`config.mk`:
```
export PLATFORM = sky130hd
export DESIGN_NAME = qpu_exu_qflag_ctrl
export DESIGN_NICKNAME = d
export VERILOG_FILES = /design/src/rtl/qpu_exu_qflag_ctrl_pkg.sv /design/src/rtl/qpu_exu_qflag_ctrl_lsb.sv /design/src/rtl/qpu_exu_qflag_ctrl.sv
export SDC_FILE = /design/constraint.sdc
export NUM_CORES = 1
export LEC_CHECK = 0
export CAP_MARGIN = 20
export CORE_MARGIN = 4
export CORE_UTILIZATION = 42
export DETAILED_ROUTE_END_ITERATION = 16
export GPL_TIMING_DRIVEN = 0
export PLACE_DENSITY = 0.76
export SLEW_MARGIN = 20
export SYNTH_ARGS = -nofsm -noshare
export SYNTH_HDL_FRONTEND = slang
export SYNTH_SLANG_ARGS = --single-unit
```
`constraint.sdc`:
```
create_clock -name clk -period 2.1 [get_ports clk]
set_clock_uncertainty 0.1 [all_clocks]
set_input_delay 0.21 -clock clk [delete_from_list [all_inputs] [get_ports clk]]
set_output_delay 0.21 -clock clk [all_outputs]
set_load 0.05 [all_outputs]
```
`src/rtl/qpu_exu_qflag_ctrl_pkg.sv`:
```
// Shared widths and helpers for the EXU measurement-flag controller.
package qpu_exu_qflag_ctrl_pkg;

    // Classical datapath width and real register-file index width.
    localparam int QPU_XLEN             = 32;
    localparam int QPU_RFIDX_REAL_WIDTH = 5;

    // Number of qubits tracked by the flag scoreboard.
    localparam int QPU_QUBIT_NUM        = 8;

    // Builds the FMR write-back word: flag in bit 0, upper bits zero.
    function automatic logic [QPU_XLEN-1:0] fmr_wbck_word(input logic flag);
        return {{(QPU_XLEN-1){1'b0}}, flag};
    endfunction

endpackage

```
`src/rtl/qpu_exu_qflag_ctrl_lsb.sv`:
```
// Lowest-set-bit encoder: returns the index of the lowest set bit of a mask
// and a flag telling whether any bit was set at all.
module qpu_exu_qflag_ctrl_lsb #(
    parameter int W  = 8,
    parameter int IW = 3
) (
    input  logic [W-1:0]  mask_i,
    output logic [IW-1:0] idx_o,
    output logic          nz_o
);

    // Scan from the top down so the lowest set bit is the one that sticks.
    always_comb begin
        idx_o = {IW{1'b0}};
        nz_o  = 1'b0;
        for (int i = W - 1; i >= 0; i--) begin
            idx_o = mask_i[i] ? IW'(i) : idx_o;
            nz_o  = nz_o | mask_i[i];
        end
    end

endmodule

```
`src/rtl/qpu_exu_qflag_ctrl.sv`:
```
// Measurement-flag scoreboard and FMR sequencer. Tracks in-flight measures,
// stores returned flags, stalls dependent instructions and writes an FMR
// result back to the classical register file.
module qpu_exu_qflag_ctrl
    import qpu_exu_qflag_ctrl_pkg::*;
#(
    parameter int QUBIT_NUM   = QPU_QUBIT_NUM,
    parameter int QIDX_W      = 3,
    parameter int TIMEOUT_CYC = 1024
) (
    input  logic                            clk,
    input  logic                            rst_n,
    // dispatch side
    input  logic                            i_valid,
    output logic                            i_ready,
    input  logic                            i_measure,
    input  logic                            i_fmr,
    input  logic                            i_ffc,
    input  logic [QUBIT_NUM-1:0]            i_qmask,
    input  logic [QPU_RFIDX_REAL_WIDTH-1:0] i_rdidx,
    // measurement return
    input  logic                            meas_res_valid,
    input  logic [QIDX_W-1:0]               meas_res_qidx,
    input  logic                            meas_res_val,
    // FMR write-back
    output logic                            o_fmr_wbck_valid,
    input  logic                            o_fmr_wbck_ready,
    output logic [QPU_RFIDX_REAL_WIDTH-1:0] o_fmr_wbck_rdidx,
    output logic [QPU_XLEN-1:0]             o_fmr_wbck_data,
    // status
    output logic [QUBIT_NUM-1:0]            o_qflag,
    output logic [QUBIT_NUM-1:0]            o_qflag_vld,
    output logic [QUBIT_NUM-1:0]            o_pend_mask,
    output logic                            o_busy,
    output logic                            o_timeout_err
);

    typedef enum logic [1:0] {
        ST_IDLE = 2'd0,
        ST_WAIT = 2'd1,
        ST_RESP = 2'd2
    } state_e;

    // Counter only needs to reach TIMEOUT_CYC-1.
    localparam int CNT_W = (TIMEOUT_CYC > 1) ? $clog2(TIMEOUT_CYC) : 1;
    localparam logic [CNT_W-1:0] CNT_LAST =
        (TIMEOUT_CYC != 0) ? CNT_W'(TIMEOUT_CYC - 1) : {CNT_W{1'b0}};

    state_e                          state_q, state_d;
    logic [QUBIT_NUM-1:0]            pend_q, pend_d;
    logic [QUBIT_NUM-1:0]            vld_q, vld_d;
    logic [QUBIT_NUM-1:0]            flag_q, flag_d;
    logic [QIDX_W-1:0]               qidx_q, qidx_d;
    logic [QPU_RFIDX_REAL_WIDTH-1:0] rdidx_q, rdidx_d;
    logic                            rdata_q, rdata_d;
    logic [CNT_W-1:0]                cnt_q, cnt_d;
    logic                            terr_q, terr_d;

    logic                            accept_s;
    logic [QUBIT_NUM-1:0]            res_sel_s;
    logic [QUBIT_NUM-1:0]            res_hit_s;
    logic [QUBIT_NUM-1:0]            meas_set_s;
    logic [QIDX_W-1:0]               lsb_idx_s;
    logic                            lsb_nz_s;

    qpu_exu_qflag_ctrl_lsb #(
        .W  (QUBIT_NUM),
        .IW (QIDX_W)
    ) u_lsb (
        .mask_i (i_qmask),
        .idx_o  (lsb_idx_s),
        .nz_o   (lsb_nz_s)
    );

    // Dispatch handshake: one FMR at a time, and no measure/FFC touching a
    // qubit whose measurement is still in flight.
    always_comb begin
        i_ready = 1'b1;
        if (state_q != ST_IDLE) begin
            i_ready = 1'b0;
        end else if (i_measure && (|(i_qmask & pend_q))) begin
            i_ready = 1'b0;
        end else if (i_ffc && (|(i_qmask & pend_q))) begin
            i_ready = 1'b0;
        end else begin
            i_ready = 1'b1;
        end
    end

    assign accept_s = i_valid & i_ready;

    // Decode the result strobe; only results for pending qubits count.
    always_comb begin
        res_sel_s = {QUBIT_NUM{1'b0}};
        for (int q = 0; q < QUBIT_NUM; q++) begin
            res_sel_s[q] = meas_res_valid && (meas_res_qidx == QIDX_W'(q));
        end
        res_hit_s  = res_sel_s & pend_q;
        meas_set_s = (accept_s && i_measure) ? i_qmask : {QUBIT_NUM{1'b0}};
    end

    // Scoreboard update: retire results first, then mark newly issued measures.
    always_comb begin
        pend_d = (pend_q & ~res_hit_s) | meas_set_s;
        vld_d  = (vld_q | res_hit_s) & ~meas_set_s;
        flag_d = (flag_q & ~res_hit_s) | (res_hit_s & {QUBIT_NUM{meas_res_val}});
    end

    // FMR sequencer: resolve immediately when the flag is known, otherwise wait
    // for the result or the timeout, then hold the write-back until accepted.
    always_comb begin
        state_d = state_q;
        qidx_d  = qidx_q;
        rdidx_d = rdidx_q;
        rdata_d = rdata_q;
        cnt_d   = cnt_q;
        terr_d  = terr_q;
        case (state_q)
            ST_IDLE: begin
                if (accept_s && i_fmr) begin
                    qidx_d  = lsb_idx_s;
                    rdidx_d = i_rdidx;
                    cnt_d   = {CNT_W{1'b0}};
                    if (!lsb_nz_s) begin
                        rdata_d = 1'b0;
                        state_d = ST_RESP;
                    end else if (!pend_q[lsb_idx_s]) begin
                        rdata_d = flag_q[lsb_idx_s];
                        state_d = ST_RESP;
                    end else if (res_hit_s[lsb_idx_s]) begin
                        rdata_d = meas_res_val;
                        state_d = ST_RESP;
                    end else begin
                        state_d = ST_WAIT;
                    end
                end else begin
                    state_d = ST_IDLE;
                end
            end
            ST_WAIT: begin
                if (res_hit_s[qidx_q]) begin
                    rdata_d = meas_res_val;
                    state_d = ST_RESP;
                end else if ((TIMEOUT_CYC != 0) && (cnt_q == CNT_LAST)) begin
                    terr_d  = 1'b1;
                    rdata_d = 1'b0;
                    state_d = ST_RESP;
                end else begin
                    cnt_d   = cnt_q + CNT_W'(1);
                    state_d = ST_WAIT;
                end
            end
            ST_RESP: begin
                if (o_fmr_wbck_ready) begin
                    state_d = ST_IDLE;
                end else begin
                    state_d = ST_RESP;
                end
            end
            default: begin
                state_d = ST_IDLE;
            end
        endcase
    end

    // State registers; asynchronous reset drops any in-flight FMR and pending state.
    always_ff @(posedge clk or negedge rst_n) begin
        if (!rst_n) begin
            state_q <= ST_IDLE;
            pend_q  <= {QUBIT_NUM{1'b0}};
            vld_q   <= {QUBIT_NUM{1'b0}};
            flag_q  <= {QUBIT_NUM{1'b0}};
            qidx_q  <= {QIDX_W{1'b0}};
            rdidx_q <= {QPU_RFIDX_REAL_WIDTH{1'b0}};
            rdata_q <= 1'b0;
            cnt_q   <= {CNT_W{1'b0}};
            terr_q  <= 1'b0;
        end else begin
            state_q <= state_d;
            pend_q  <= pend_d;
            vld_q   <= vld_d;
            flag_q  <= flag_d;
            qidx_q  <= qidx_d;
            rdidx_q <= rdidx_d;
            rdata_q <= rdata_d;
            cnt_q   <= cnt_d;
            terr_q  <= terr_d;
        end
    end

    assign o_fmr_wbck_valid = (state_q == ST_RESP);
    assign o_fmr_wbck_rdidx = rdidx_q;
    assign o_fmr_wbck_data  = fmr_wbck_word(rdata_q);
    assign o_qflag          = flag_q;
    assign o_qflag_vld      = vld_q;
    assign o_pend_mask      = pend_q;
    assign o_busy           = (|pend_q) || (state_q != ST_IDLE);
    assign o_timeout_err    = terr_q;

endmodule
```
== After elaboration in Yosys (flattened, before gate mapping) ==
Index checks and enable logic that the tools add are counted.
W data, S select, Z words.

* Input bits: 25
* Bits in registers: 46
* Output and inout bits: 65
* Word-level logic and storage cells: 109

* Bitwise gates (word level): 20
* Reductions and logical operators: 23
* Eq/ne operators: 15
* Muxes and demuxes: 39
* Magnitude comparators: 2
* $add $sub $neg: 1

{| class="wikitable"
|+ Operator list
! cell !! count
|-
| $and A8 B8 Y8 || 6
|-
| $mux W10 || 3
|-
| $mux W3 || 8
|-
| $or A8 B8 Y8 || 3
|-
| $pmux W10 S2 || 1
|-
| $not A8 Y8 || 2
|-
| $reduce_or A8 Y1 || 2
|-
| $mux W2 || 7
|-
| $mux W1 || 13
|-
| $bmux W1 S3 || 4
|-
| $eq A3 B3 Y1 const B || 4
|-
| $logic_and A1 B1 Y1 || 12
|-
| $add A10 B1 Y10 const B || 1
|-
| $eq A10 B10 Y1 const B || 1
|-
| $lt A3 B4 Y1 const B || 2
|-
| $mux W8 || 1
|-
| $reduce_and A4 Y1 || 2
|-
| $or A1 B1 Y1 || 7
|-
| $eq A3 B2 Y1 const B || 2
|-
| $ne A2 B2 Y1 const B || 3
|-
| $pmux W2 S3 || 1
|-
| $ne A4 B4 Y1 const B || 1
|-
| $reduce_bool A2 Y1 || 2
|-
| $eq A3 B1 Y1 const B || 1
|-
| other kinds (11) || 11
|}

== Logic depth before layout (Yosys ltp) ==
Gate-level depths: netlist (run 1).

* Word-level depth: 15
* Gate-level depth with buffers: 9
* Gate-level depth less buffers: 7

== Modules after synthesis ==
Synthesis (run 1) repeated with hierarchy kept, for this count alone.

* Cells, all modules: 302
* Area total of the unflattened synthesis: 2891.5 µm²

{| class="wikitable"
|+ Modules (own cells, without submodules)
! module !! area an instance (µm²) !! times used !! cells an instance !! sequential area each (µm²)
|-
| qpu_exu_qflag_ctrl || 2810.2 || 1 || 289 || 1151.1
|-
| qpu_exu_qflag_ctrl_lsb || 81.3 || 1 || 13 || 0.0
|}

== Worst setup path before layout (run 1) ==
No wires, ideal clock.

* Kind: register -> register
* Start point: register pend_q[2], in the netlist o_pend_mask[2]
* End point: register cnt_q[7]
* Arrival: 2.813 ns
* Buffers on the path: 1
* Library setup time: 0.078 ns
* Setup slack: -0.891 ns
* Required time: 1.922 ns
* Period minus slack after synthesis: 2.991 ns
* Cell stages (with the launch flop): 9
* Cells stage by stage: dfrtp_1 -> a22oi_1 -> a41oi_1 -> nor2_1 -> and3_1 -> buf_2 -> a31oi_2 -> or4_1 -> a21oi_1

* Cells in the longest elaborated chain, start to end: 10
* Elaborated cells on any way between the ends: 15
* Those cells by class: eq/ne (2); mux (5); bitwise (3); reduce/logical (5)

{| class="wikitable"
|+ RTL lines
! element !! RTL line !! text
|-
| start: declaration || qpu_exu_qflag_ctrl.sv:50 || <nowiki>logic [QUBIT_NUM-1:0] pend_q, pend_d;</nowiki>
|-
| start signal: assignment || qpu_exu_qflag_ctrl.sv:170 || <nowiki>pend_q <= {QUBIT_NUM{1'b0}};</nowiki>
|-
| start signal: assignment || qpu_exu_qflag_ctrl.sv:180 || <nowiki>pend_q <= pend_d;</nowiki>
|-
| $and A8 B8 Y8 (*) || qpu_exu_qflag_ctrl.sv:81, qpu_exu_qflag_ctrl.sv:83 ||
|-
| $reduce_or A8 Y1 (*) || qpu_exu_qflag_ctrl.sv:81, qpu_exu_qflag_ctrl.sv:83 ||
|-
| $logic_and A1 B1 Y1 || qpu_exu_qflag_ctrl.sv:83 || <nowiki>end else if (i_ffc && (|(i_qmask & pend_q))) begin</nowiki>
|-
| $mux W1 || qpu_exu_qflag_ctrl.sv:83 ||
|-
| $mux W1 (*) || qpu_exu_qflag_ctrl.sv:81 || <nowiki>end else if (i_measure && (|(i_qmask & pend_q))) begin</nowiki>
|-
| $mux W1 (*) || qpu_exu_qflag_ctrl.sv:79 || <nowiki>if (state_q != ST_IDLE) begin</nowiki>
|-
| via i_ready || qpu_exu_qflag_ctrl.sv:15 || <nowiki>output logic i_ready,</nowiki>
|-
| $and A1 B1 Y1 (*) || qpu_exu_qflag_ctrl.sv:90 || <nowiki>assign accept_s = i_valid & i_ready;</nowiki>
|-
| $logic_and A1 B1 Y1 (*) || qpu_exu_qflag_ctrl.sv:120 || <nowiki>if (accept_s && i_fmr) begin</nowiki>
|-
| $ne A2 B2 Y1 (no source line) (*) || -- ||
|-
| $reduce_and A4 Y1 (no source line) (*) || -- ||
|-
| end signal: assignment || qpu_exu_qflag_ctrl.sv:176 || <nowiki>cnt_q <= {CNT_W{1'b0}};</nowiki>
|-
| end signal: assignment || qpu_exu_qflag_ctrl.sv:186 || <nowiki>cnt_q <= cnt_d;</nowiki>
|-
| end: declaration || qpu_exu_qflag_ctrl.sv:56 || <nowiki>logic [CNT_W-1:0] cnt_q, cnt_d;</nowiki>
|}

Mark *: on every way through the listed nets, which the timed path passes. The rest lies on a longest branch. The select of a mux whose other input is x is not followed.
A chain may end at the register's enable or synchronous reset.

== Worst setup path in the final report (run 1) ==
* Start point: register qidx_q[0]
* End point: register cnt_q[9]

* Cells in the longest elaborated chain, start to end: 4

{| class="wikitable"
|+ RTL lines
! element !! RTL line !! text
|-
| start: declaration || qpu_exu_qflag_ctrl.sv:53 || <nowiki>logic [QIDX_W-1:0] qidx_q, qidx_d;</nowiki>
|-
| start signal: assignment || qpu_exu_qflag_ctrl.sv:173 || <nowiki>qidx_q <= {QIDX_W{1'b0}};</nowiki>
|-
| start signal: assignment || qpu_exu_qflag_ctrl.sv:183 || <nowiki>qidx_q <= qidx_d;</nowiki>
|-
| $bmux W1 S3 || qpu_exu_qflag_ctrl.sv:141 || <nowiki>if (res_hit_s[qidx_q]) begin</nowiki>
|-
| $mux W1 (implied by the code) || qpu_exu_qflag_ctrl.sv:141 ||
|-
| $ne A2 B2 Y1 (no source line) || -- ||
|-
| $reduce_and A4 Y1 (no source line) || -- ||
|}

Every way passes these cells. The select of a mux whose other input is x is not followed.

==> results of run 1 <==
## cell usage after synthesis, types with 2 or more instances
master,number,area (µm²)
sky130_fd_sc_hd__a211oi_1,2,15.0
sky130_fd_sc_hd__a21oi_1,15,75.1
sky130_fd_sc_hd__a22o_1,6,52.6
sky130_fd_sc_hd__a22oi_1,5,37.5
sky130_fd_sc_hd__a31oi_1,6,37.5
sky130_fd_sc_hd__and3_1,8,50.1
sky130_fd_sc_hd__buf_1,3,11.3
sky130_fd_sc_hd__buf_2,5,25.0
sky130_fd_sc_hd__buf_4,32,240
sky130_fd_sc_hd__clkbuf_1,11,41.3
sky130_fd_sc_hd__dfrtp_1,46,1150
sky130_fd_sc_hd__inv_1,7,26.3
sky130_fd_sc_hd__mux2_2,11,124
sky130_fd_sc_hd__nand2_1,38,143
sky130_fd_sc_hd__nand2b_1,2,12.5
sky130_fd_sc_hd__nand3_1,11,55.1
sky130_fd_sc_hd__nand4_1,7,43.8
sky130_fd_sc_hd__nor2_1,15,56.3
sky130_fd_sc_hd__nor2b_1,7,43.8
sky130_fd_sc_hd__nor3_1,2,10.0
sky130_fd_sc_hd__nor3b_1,4,30.0
sky130_fd_sc_hd__nor4_1,3,18.8
sky130_fd_sc_hd__nor4b_1,2,17.5
sky130_fd_sc_hd__o211ai_1,3,22.5
sky130_fd_sc_hd__o21a_1,4,30.0
sky130_fd_sc_hd__o21ai_0,13,65.1
sky130_fd_sc_hd__o21bai_1,2,15.0
sky130_fd_sc_hd__o22ai_1,2,12.5
sky130_fd_sc_hd__o31ai_1,7,52.6
sky130_fd_sc_hd__o32ai_1,2,17.5
sky130_fd_sc_hd__or3_1,3,18.8
sky130_fd_sc_hd__or4_1,2,15.0
sky130_fd_sc_hd__xor2_1,3,26.3
## worst reg2reg max path: cells and delay by family (launching register included)
family | cells | cell delay, ns
AO/OA/AOI/OAI | 5 | 0.93
AND/OR/NAND/NOR | 2 | 0.67
flip-flops | 1 | 0.44
## where the power goes
part | total (µW) | switching [µW] | internal, µW
sequential | 1580 | 323 | 1250
clock | 568 | 303 | 265
combinational | 3260 | 2040 | 1220
## area by class of cell
type | count | area [µm²] | share of cell area (%)
Buffer | 47 | 327 | 8.10
Multi-Input combinational cell | 239 | 1600 | 39.7
Tap cell | 77 | 96.3 | 2.39
Timing Repair Buffer | 78 | 721 | 17.9
Sequential cell | 46 | 1160 | 28.8
Clock buffer | 6 | 82.6 | 2.05
Clock inverter | 2 | 12.5 | 0.310
Inverter | 8 | 30.0 | 0.745
## stage by stage
| stage | setup WS, ns | util (%) | hold slack (ns) | power (µW) |
|---|---|---|---|---|
| after floorplan | -0.308 | - | -0.186 | 3570 |
| after global placement | -0.721 | 56.4 | 0.360 | 4480 |
| after detailed placement | -0.697 | 56.6 | 0.0592 | 4540 |
| after CTS | -0.0136 | 61.7 | 0.145 | 5310 |
| after global routing | -0.204 | 62.4 | 0.165 | 5650 |
| final | -0.103 | 62.4 | 0.165 | 5410 |
## layer usage
| layer | GRT usage (%) | vias up | routed length (µm) |
|---|---|---|---|
| met5 | 0 | - | 0 |
| met4 | 6.63 | 0 | 195 |
| met3 | 5.68 | 22 | 687 |
| met2 | 33.9 | 138 | 4070 |
| met1 | 25.5 | 1347 | 3400 |
| li1 | - | 1295 | - |
## worst max-delay path by stage
stage                     startpoint              to  slack, ns  cells past startpoint
global route              i_qmask[5]         rdata_q      -0.20                      9
CTS                   o_pend_mask[2]        cnt_q[9]      -0.01                      7
detailed placement  meas_res_qidx[0]         rdata_q      -0.70                      7
floorplan             o_pend_mask[2]        cnt_q[7]      -0.31                      8
finish                     qidx_q[0]        cnt_q[9]      -0.10                      7
global placement               rst_n  o_pend_mask[3]      -0.72                      1
## cells by family after synthesis
kind of cell,share of synthesized area [%]
and+or+nand+nor,19.8
AOI/OAI and AO/OA,21.0
buffers and inverters,12.3
DFF,40.7
muxes,4.77
xor gates and xnor gates,0.928
adders and majority gates,0.442
other,0.132
## timing repair
action / 4_1_cts / 5_1_grt
gates resized for setup: 42 / 16
endpoints found under the setup margin: 11 / 16
pin swaps: 13 / 8
setup buffers: 20 / 3
hold buffers: 1 / 0
hold endpoints to repair: 15 / 0
==> metrics, run 1 <==
hold path startpoint i_qmask[2]; clock net sink count 46; Startpoint Class flop; crit path DAT 2.32 ns; standard-cell rows 29; final routed wirelength across all metal layers 8360 µm; vertical extent of the die 90.1 µm; TritonCTS clock tree built; remaining number of nets flagged by the antenna check after routing 0; final-stage net count 451; Register-to-Register Setup Slack -0.10 ns; RSZ-0062 raised after global routing true; Power Dens Cells 1340 nW/µm²; cell-by-cell trace of the critical path and3_1 -> o211ai_1 -> a211oi_2 -> o21ai_4 -> a31oi_4 -> or4_1 -> a21oi_1; EDFF count, synth 0; vias after detailed routing 2802; warnings from Yosys 0; Synth Register Bits 46; largest buffer count on any clock path 2; post-DP HPWL 5780 µm; buffers plus inverters on the worst setup path 0; number of search-and-repair iterations in the first detailed-routing pass 5; Initial Utilization 43.8%; total count of hold-check failures in the final report 0; Critical Path Sink Type flop; setup tns final -0.281 ns; placer congestion estimate 0.855; most frequent cells in the layout sky130_fd_sc_hd__buf_4 (54), sky130_fd_sc_hd__clkdlybuf4s50_1 (42), sky130_fd_sc_hd__nand2_1 (37), sky130_fd_sc_hd__dfrtp_1 (37), sky130_fd_sc_hd__conb_1 (31); static leakage power 0.00181 µW; filler cell count 534; total standard cell area after synthesis 2830 µm²; root buffer cell sky130_fd_sc_hd__clkbuf_8; die span in x 90.1 µm; antenna violations before repair 0; slowest cell on the critical path sky130_fd_sc_hd__or4_1; Placed Instances 475; worst supply voltage drop on vdd 842 µV; count of non-filler cells in the finished layout 503; Diodes inserted 0; WHS Path Cells 2; area inside the core boundary 6460 µm²; register area share after synthesis 40.7%; CP Class flop to flop; count of buffers from port buffering 53; placement-stage cell area 3660 µm²; via density per instance 5.57; number of global-route vias before repair 2742; clock-pin slew of the registers on the worst-case setup and hold paths 0.08 ns; final count of negative-setup-slack endpoints 6; Slew HR 63.6%; Synth-to-Final Area Change 42.4%; max_cap viols 0; run status finished with violations; path type of the worst min-delay path input port to flop; global-route wire length before repair 13600 µm; post-detailed-route wirelength per cell 16.6 µm; shortest period the worst path allows 2.20 ns; most frequent standard cell in the layout excluding fill and tap cells sky130_fd_sc_hd__buf_4; post-synthesis cell count 314; share of final-layout standard cells stronger than drive strength 1 30.5%; share of the clock period used by the worst path 105%; number of different library cells in the post-synthesis netlist 58; number of violations reported at the end of detailed-routing iteration 0 221; Worst-Skew Late Latency 0.30 ns; total global routing track utilization 20.3%; proportion of synthesized flip-flops having asynchronous set or reset 100%; delay-heaviest family, CP compound AO/OA/AOI/OAI gates; DRC violation count after routing 0; Synth Area per Inst 9.02 µm²; count of H-tree levels built during CTS 2; top-level port count 90; worst reg2reg endpoint cnt_q[9]; delay of the slowest cell on the worst path 0.50 ns; measured slew at the worst slew-check pin 0.545 ns; Top FF cell, synth sky130_fd_sc_hd__dfrtp_1; Final Max Slew Viols 0; Die Outline Area 8120 µm²; number of buffers created by CTS 5; data required time of the worst path 2.22 ns; Reg2Reg Launch Point qidx_q[0]; hold-critical path endpoint o_qflag_vld[2]; Max Clock Freq 454 MHz; final instance area 4030 µm²; Congestion Overflow GR 0; FF-to-FF path depth 7; final setup slack of the worst path -0.103 ns; failing checks setup timing; largest net degree at the start of global routing 32; largest fanout on the critical path 6
No activity file was read; power rests on OpenSTA's default activity.
==> run 2: changes to the inputs <==
--- a/config.mk
+++ b/config.mk
@@ -7,11 +7,14 @@
 export LEC_CHECK = 0
 export CAP_MARGIN = 20
 export CORE_MARGIN = 4
-export CORE_UTILIZATION = 42
+export CORE_UTILIZATION = 43
+export CTS_CLUSTER_DIAMETER = 80
 export DETAILED_ROUTE_END_ITERATION = 16
 export GPL_TIMING_DRIVEN = 0
-export PLACE_DENSITY = 0.76
+export PLACE_DENSITY = 0.78
 export SLEW_MARGIN = 20
 export SYNTH_ARGS = -nofsm -noshare
 export SYNTH_HDL_FRONTEND = slang
+export SYNTH_HIERARCHICAL = 1
 export SYNTH_SLANG_ARGS = --single-unit
+export TNS_END_PERCENT = 10
==> metrics, run 2 <==
run status finished with violations; failing checks setup timing; final routed wirelength across all metal layers 7930 µm; area of the multi-input gates 1650 µm²; register area share after synthesis 39.8%; data required time of the worst path 2.19 ns; clock-pin slew of the registers on the worst-case setup and hold paths 0.09 ns; warnings from Yosys 6; Die Outline Area 8100 µm²; Synth-to-Final Area Change 39.5%; crit path DAT 2.37 ns; Startpoint Class input port; standard-cell rows 29; proportion of synthesized flip-flops having asynchronous set or reset 100%; static leakage power 0.00178 µW; most frequently used cell type in the post-synthesis netlist sky130_fd_sc_hd__dfrtp_1; Post-Route Hold Slack 0.0136 ns; post-synthesis cell count 302; final-stage net count 428; number of violations reported at the end of detailed-routing iteration 0 214; area share of the leading cell type in the synthesized netlist 39.8%; path type of the worst min-delay path input port to flop; via density per instance 5.51; Synth Area per Inst 9.57 µm²; Power Dens Cells 1400 nW/µm²; final setup slack of the worst path -0.174 ns; count of H-tree levels built during CTS 2; top-level port count 90; most frequent standard cell in the layout excluding fill and tap cells sky130_fd_sc_hd__clkdlybuf4s50_1; Worst-Skew Late Latency 0.30 ns; count of buffers from port buffering 56; vertical extent of the die 90 µm; CP Class input port to flop; final count of negative-setup-slack endpoints 2; RSZ-0062 raised after global routing true; root buffer cell sky130_fd_sc_hd__clkbuf_8; number of buffers created by CTS 5; share of the clock period used by the worst path 108%; total standard cell area after synthesis 2890 µm²; Initial Utilization 45.0%; Slew HR 59.2%; max_cap viols 0; most frequent cells in the layout sky130_fd_sc_hd__clkdlybuf4s50_1 (42), sky130_fd_sc_hd__buf_4 (41), sky130_fd_sc_hd__dfrtp_1 (38); global-route wire length before repair 13100 µm; total global routing track utilization 19.4%; Placement Setup Slack -1.11 ns; vias after detailed routing 2645; cell types occupying the most area after synthesis sky130_fd_sc_hd__dfrtp_1 (40%), sky130_fd_sc_hd__buf_4 (8.8%), sky130_fd_sc_hd__mux2_2 (6.2%), sky130_fd_sc_hd__a31oi_1 (3.5%), sky130_fd_sc_hd__mux4_2 (3.1%); final total power 5660 µW; shortest period the worst path allows 2.27 ns; EDFF count, synth 0; Critical Path Sink Type flop; post-detailed-route wirelength per cell 16.5 µm; library cell occupying the most area in the post-synthesis netlist sky130_fd_sc_hd__dfrtp_1; largest buffer count on any clock path 2; Placed Instances 466; Synth top cells by count sky130_fd_sc_hd__dfrtp_1 (46), sky130_fd_sc_hd__buf_4 (34), sky130_fd_sc_hd__nand2_1 (23); number of global-route vias before repair 2641; placer congestion estimate 0.864; Congestion Overflow GR 0; remaining number of nets flagged by the antenna check after routing 0; total count of hold-check failures in the final report 0; count of non-filler cells in the finished layout 480; number of different library cells in the post-synthesis netlist 54; measured slew at the worst slew-check pin 0.612 ns; filler cell count 526; DRC violation count after routing 0; die span in x 90 µm; TritonCTS clock tree built; clock net sink count 46; antenna violations before repair 0; Top FF cell, synth sky130_fd_sc_hd__dfrtp_1; number of search-and-repair iterations in the first detailed-routing pass 5; Final Max Slew Viols 0; area inside the core boundary 6420 µm²; worst supply voltage drop on vdd 918 µV; largest net degree at the start of global routing 25; Max Clock Freq 440 MHz; area used by sequential logic in the layout 1160 µm²; post-DP HPWL 5660 µm; share of final-layout standard cells stronger than drive strength 1 33.7%; Diodes inserted 0; largest fanout on the critical path 6; Synth Register Bits 46
[run 2: critical path: stages]
cell	delay (ns)
sky130_fd_sc_hd__buf_6	0.11
sky130_fd_sc_hd__inv_2	0.05
sky130_fd_sc_hd__a21oi_2	0.06
sky130_fd_sc_hd__o41ai_2	0.33
sky130_fd_sc_hd__buf_4	0.20
sky130_fd_sc_hd__mux4_2	0.51
sky130_fd_sc_hd__and2_4	0.19
sky130_fd_sc_hd__o221ai_4	0.21
sky130_fd_sc_hd__a41oi_2	0.17
sky130_fd_sc_hd__mux2_4	0.32
[run 2: cell families after synthesis]
group           synth area share [%]
compound gates                  17.1
mux                             10.2
flops                           39.8
simple gates                    19.5
fa+ha+maj                      0.433
other cells                    0.130
buf+inv                         12.9
[run 2: area by class of cell]
class | count | share of cell area [%]
clock buffer | 6 | 2.05
sequential | 46 | 28.8
clock inverter | 2 | 0.310
tap | 77 | 2.39
timing repair buffer | 63 | 14.8
inverter | 5 | 0.465
buffer | 51 | 10.2
multi-input combinational | 230 | 41.0
[run 2: routing by layer]
metal  global-route usage [%]  vias to the layer above  wire, µm
met5                        0                        -         0
met4                     5.74                        0        94
met3                     3.84                       10       575
met2                     31.6                      128      3750
met1                     26.1                     1281      3510
li1                         -                     1226         -
[run 2: worst paths after layout]
kind / startpoint / to / slack, ns / depth (start not counted)
hold reg to reg: cnt_q[9] / cnt_q[9] / 0.37 / 1
min in group asynchronous: rst_n / async pin / 0.37 / 2
max in group asynchronous: rst_n / o_pend_mask[0] / 0.99 / 3
setup reg to reg: o_pend_mask[0] / rdata_q / -0.05 / 6
setup / recovery: i_qmask[6] / rdata_q / -0.17 / 10
hold / removal: i_qmask[6] / o_qflag_vld[6] / 0.01 / 2
[run 2: report_power, final]
group	internal, µW	switching (µW)
registers	1250	327
clock network	265	304
logic	1360	2150
[run 2: through the flow]
step                util [%]  TNS, ns  area, µm²
floorplan                  -    -6.86       3110
global placement        58.6   -39.09       3760
detailed placement      59.0   -11.41       3790
CTS                     61.9   -0.387       3970
global route            62.8    -1.12       4030
finish                  62.8   -0.208       4030
[run 2: what timing repair did]
item / 4_1_cts / 5_1_grt
pin swaps: 9 / 11
hold buffers: 1 / 0
hold endpoints to repair: 23 / 0
endpoints found under the setup margin: 16 / 35
setup buffers: 4 / 1
resized for setup: 33 / 42
==> run 3: changes to the inputs <==
==> constraint.sdc (replaced) <==
create_clock -name clk -period 2.1 [get_ports clk]
set_clock_uncertainty 0.1 [all_clocks]
set_input_delay 0.21 -clock clk [delete_from_list [all_inputs] [get_ports clk]]
set_output_delay 0.21 -clock clk [all_outputs]
set_load 0.1 [all_outputs]
==> metrics, run 3 (synthesis results as in run 2) <==
largest buffer count on any clock path 2; standard-cell rows 29; TritonCTS clock tree built; DRC violation count after routing 0; share of final-layout standard cells stronger than drive strength 1 34.8%; total global routing track utilization 18.5%; final core utilization 63.7%; Die Outline Area 8100 µm²; Initial Utilization 45.0%; die span in x 90 µm; Worst-Skew Late Latency 0.30 ns; Diodes inserted 0; vertical extent of the die 90 µm; post-detailed-route wirelength per cell 15.9 µm; crit path DAT 2.28 ns; final-stage net count 436; Synth-to-Final Area Change 41.5%; failing checks setup timing; number of buffers created by CTS 5; share of the clock period used by the worst path 104%; via density per instance 5.47; area inside the core boundary 6420 µm²; delay-heaviest family, CP multiplexers; count of buffers from port buffering 56; WHS Path Cells 2; number of search-and-repair iterations in the first detailed-routing pass 5; most frequent standard cell in the layout excluding fill and tap cells sky130_fd_sc_hd__buf_4; measured slew at the worst slew-check pin 0.979 ns; shortest period the worst path allows 2.19 ns; instance count on the critical path 8; Slew HR 35.0%; Startpoint Class input port; Congestion Overflow GR 0; top-level port count 90; path type of the worst min-delay path input port to flop; cell-by-cell trace of the critical path buf_12 -> o41ai_4 -> buf_4 -> mux4_2 -> and2_4 -> o221ai_4 -> a41oi_2 -> mux2_4; vias after detailed routing 2669; max_cap viols 0; count of H-tree levels built during CTS 2; most frequent cells in the layout sky130_fd_sc_hd__buf_4 (54), sky130_fd_sc_hd__dfrtp_1 (37), sky130_fd_sc_hd__dlygate4sd2_1 (32); final count of negative-setup-slack endpoints 2; FF-to-FF path depth 6; largest net degree at the start of global routing 27; largest fanout on the critical path 7; run status finished with violations; clock-pin slew of the registers on the worst-case setup and hold paths 0.09 ns; clock net sink count 46; final routed wirelength across all metal layers 7740 µm; Post-Route Hold Slack 0.0159 ns; buffers plus inverters on the worst setup path 2; Critical Path Sink Type flop; data required time of the worst path 2.19 ns; delay of the slowest cell on the worst path 0.50 ns; slowest cell on the critical path sky130_fd_sc_hd__mux4_2; final setup slack of the worst path -0.0933 ns; remaining number of nets flagged by the antenna check after routing 0; Final Max Slew Viols 0; number of global-route vias before repair 2536; antenna violations before repair 0; setup tns final -0.0981 ns; root buffer cell sky130_fd_sc_hd__clkbuf_8; post-DP HPWL 5510 µm; Max Clock Freq 456 MHz; number of violations reported at the end of detailed-routing iteration 0 276; total count of hold-check failures in the final report 0; CP Class input port to flop; global-route wire length before repair 12600 µm; RSZ-0062 raised after global routing true; placer congestion estimate 0.919
==> run 3: cell types whose count changed in the layout (fill, tap and decap cells not counted), moves of 3 or more <==
cell,before,now
sky130_fd_sc_hd__buf_12,0,3
sky130_fd_sc_hd__buf_2,2,5
sky130_fd_sc_hd__buf_4,41,54
sky130_fd_sc_hd__buf_6,12,8
sky130_fd_sc_hd__clkbuf_2,6,0
sky130_fd_sc_hd__clkdlybuf4s50_1,42,10
sky130_fd_sc_hd__dfrtp_2,8,3
sky130_fd_sc_hd__dfrtp_4,0,6
sky130_fd_sc_hd__dlygate4sd2_1,2,32
==> run 3: per-stage QoR <==
stage | instance area, µm² | setup WS (ns) | cells
CTS | 4000 | -0.124 | 483
global placement | 3770 | -1.27 | 465
finish | 4090 | -0.0933 | 488
floorplan | 3110 | -0.731 | 332
detailed placement | 3790 | -1.22 | 466
global route | 4090 | -0.155 | 488
==> run 3: what timing repair did <==
| action | CTS | global route |
|---|---|---|
| hold buffers | 1 | 1 |
| endpoints found under the hold margin | 20 | 1 |
| pin swaps | 13 | 10 |
| endpoints found under the setup margin | 54 | 32 |
| setup buffers | 8 | 8 |
| gates resized for setup | 110 | 18 |
==> run 3: path summary, 6_finish.rpt <==
| kind | from | end | slack [ns] |
|---|---|---|---|
| min in group asynchronous | rst_n | o_pend_mask[0] | 0.31 |
| max | i_qmask[2] | rdata_q | -0.09 |
| min | i_qmask[6] | o_qflag_vld[6] | 0.02 |
| max reg2reg | o_pend_mask[5] | rdata_q | -0.08 |
| min reg2reg | cnt_q[9] | cnt_q[9] | 0.36 |
| max in group asynchronous | rst_n | cnt_q[0] | 1.07 |
==> run 3: metal layers <==
metal | share of wire (%) | vias to the layer above | track usage, %
met5 | 0 | - | 0
met4 | 1.9 | 0 | 5.48
met3 | 7.5 | 17 | 3.42
met2 | 45 | 138 | 28.9
met1 | 45 | 1263 | 26.1
li1 | - | 1251 | -
==> run 3: area by class of cell <==
type,count,area [µm²]
Buffer,47,368
Fill cell,534,2330
Timing Repair Buffer,75,686
Multi-Input combinational cell,230,1650
Tap cell,77,96.3
Inverter,5,18.8
Sequential cell,46,1180
Clock inverter,2,12.5
Clock buffer,6,82.6
==> run 3: worst register-to-register path, delay by kind of cell, from the launching register on <==
family          cells  cell delay (ns)
simple gates        1             0.19
flops               1             0.48
mux                 2             0.78
compound gates      2             0.38
buf+inv             1             0.15
Power of run 3 is not shown: default switching activity piles up to over one toggle a cycle in this logic, so the estimate is an artifact.
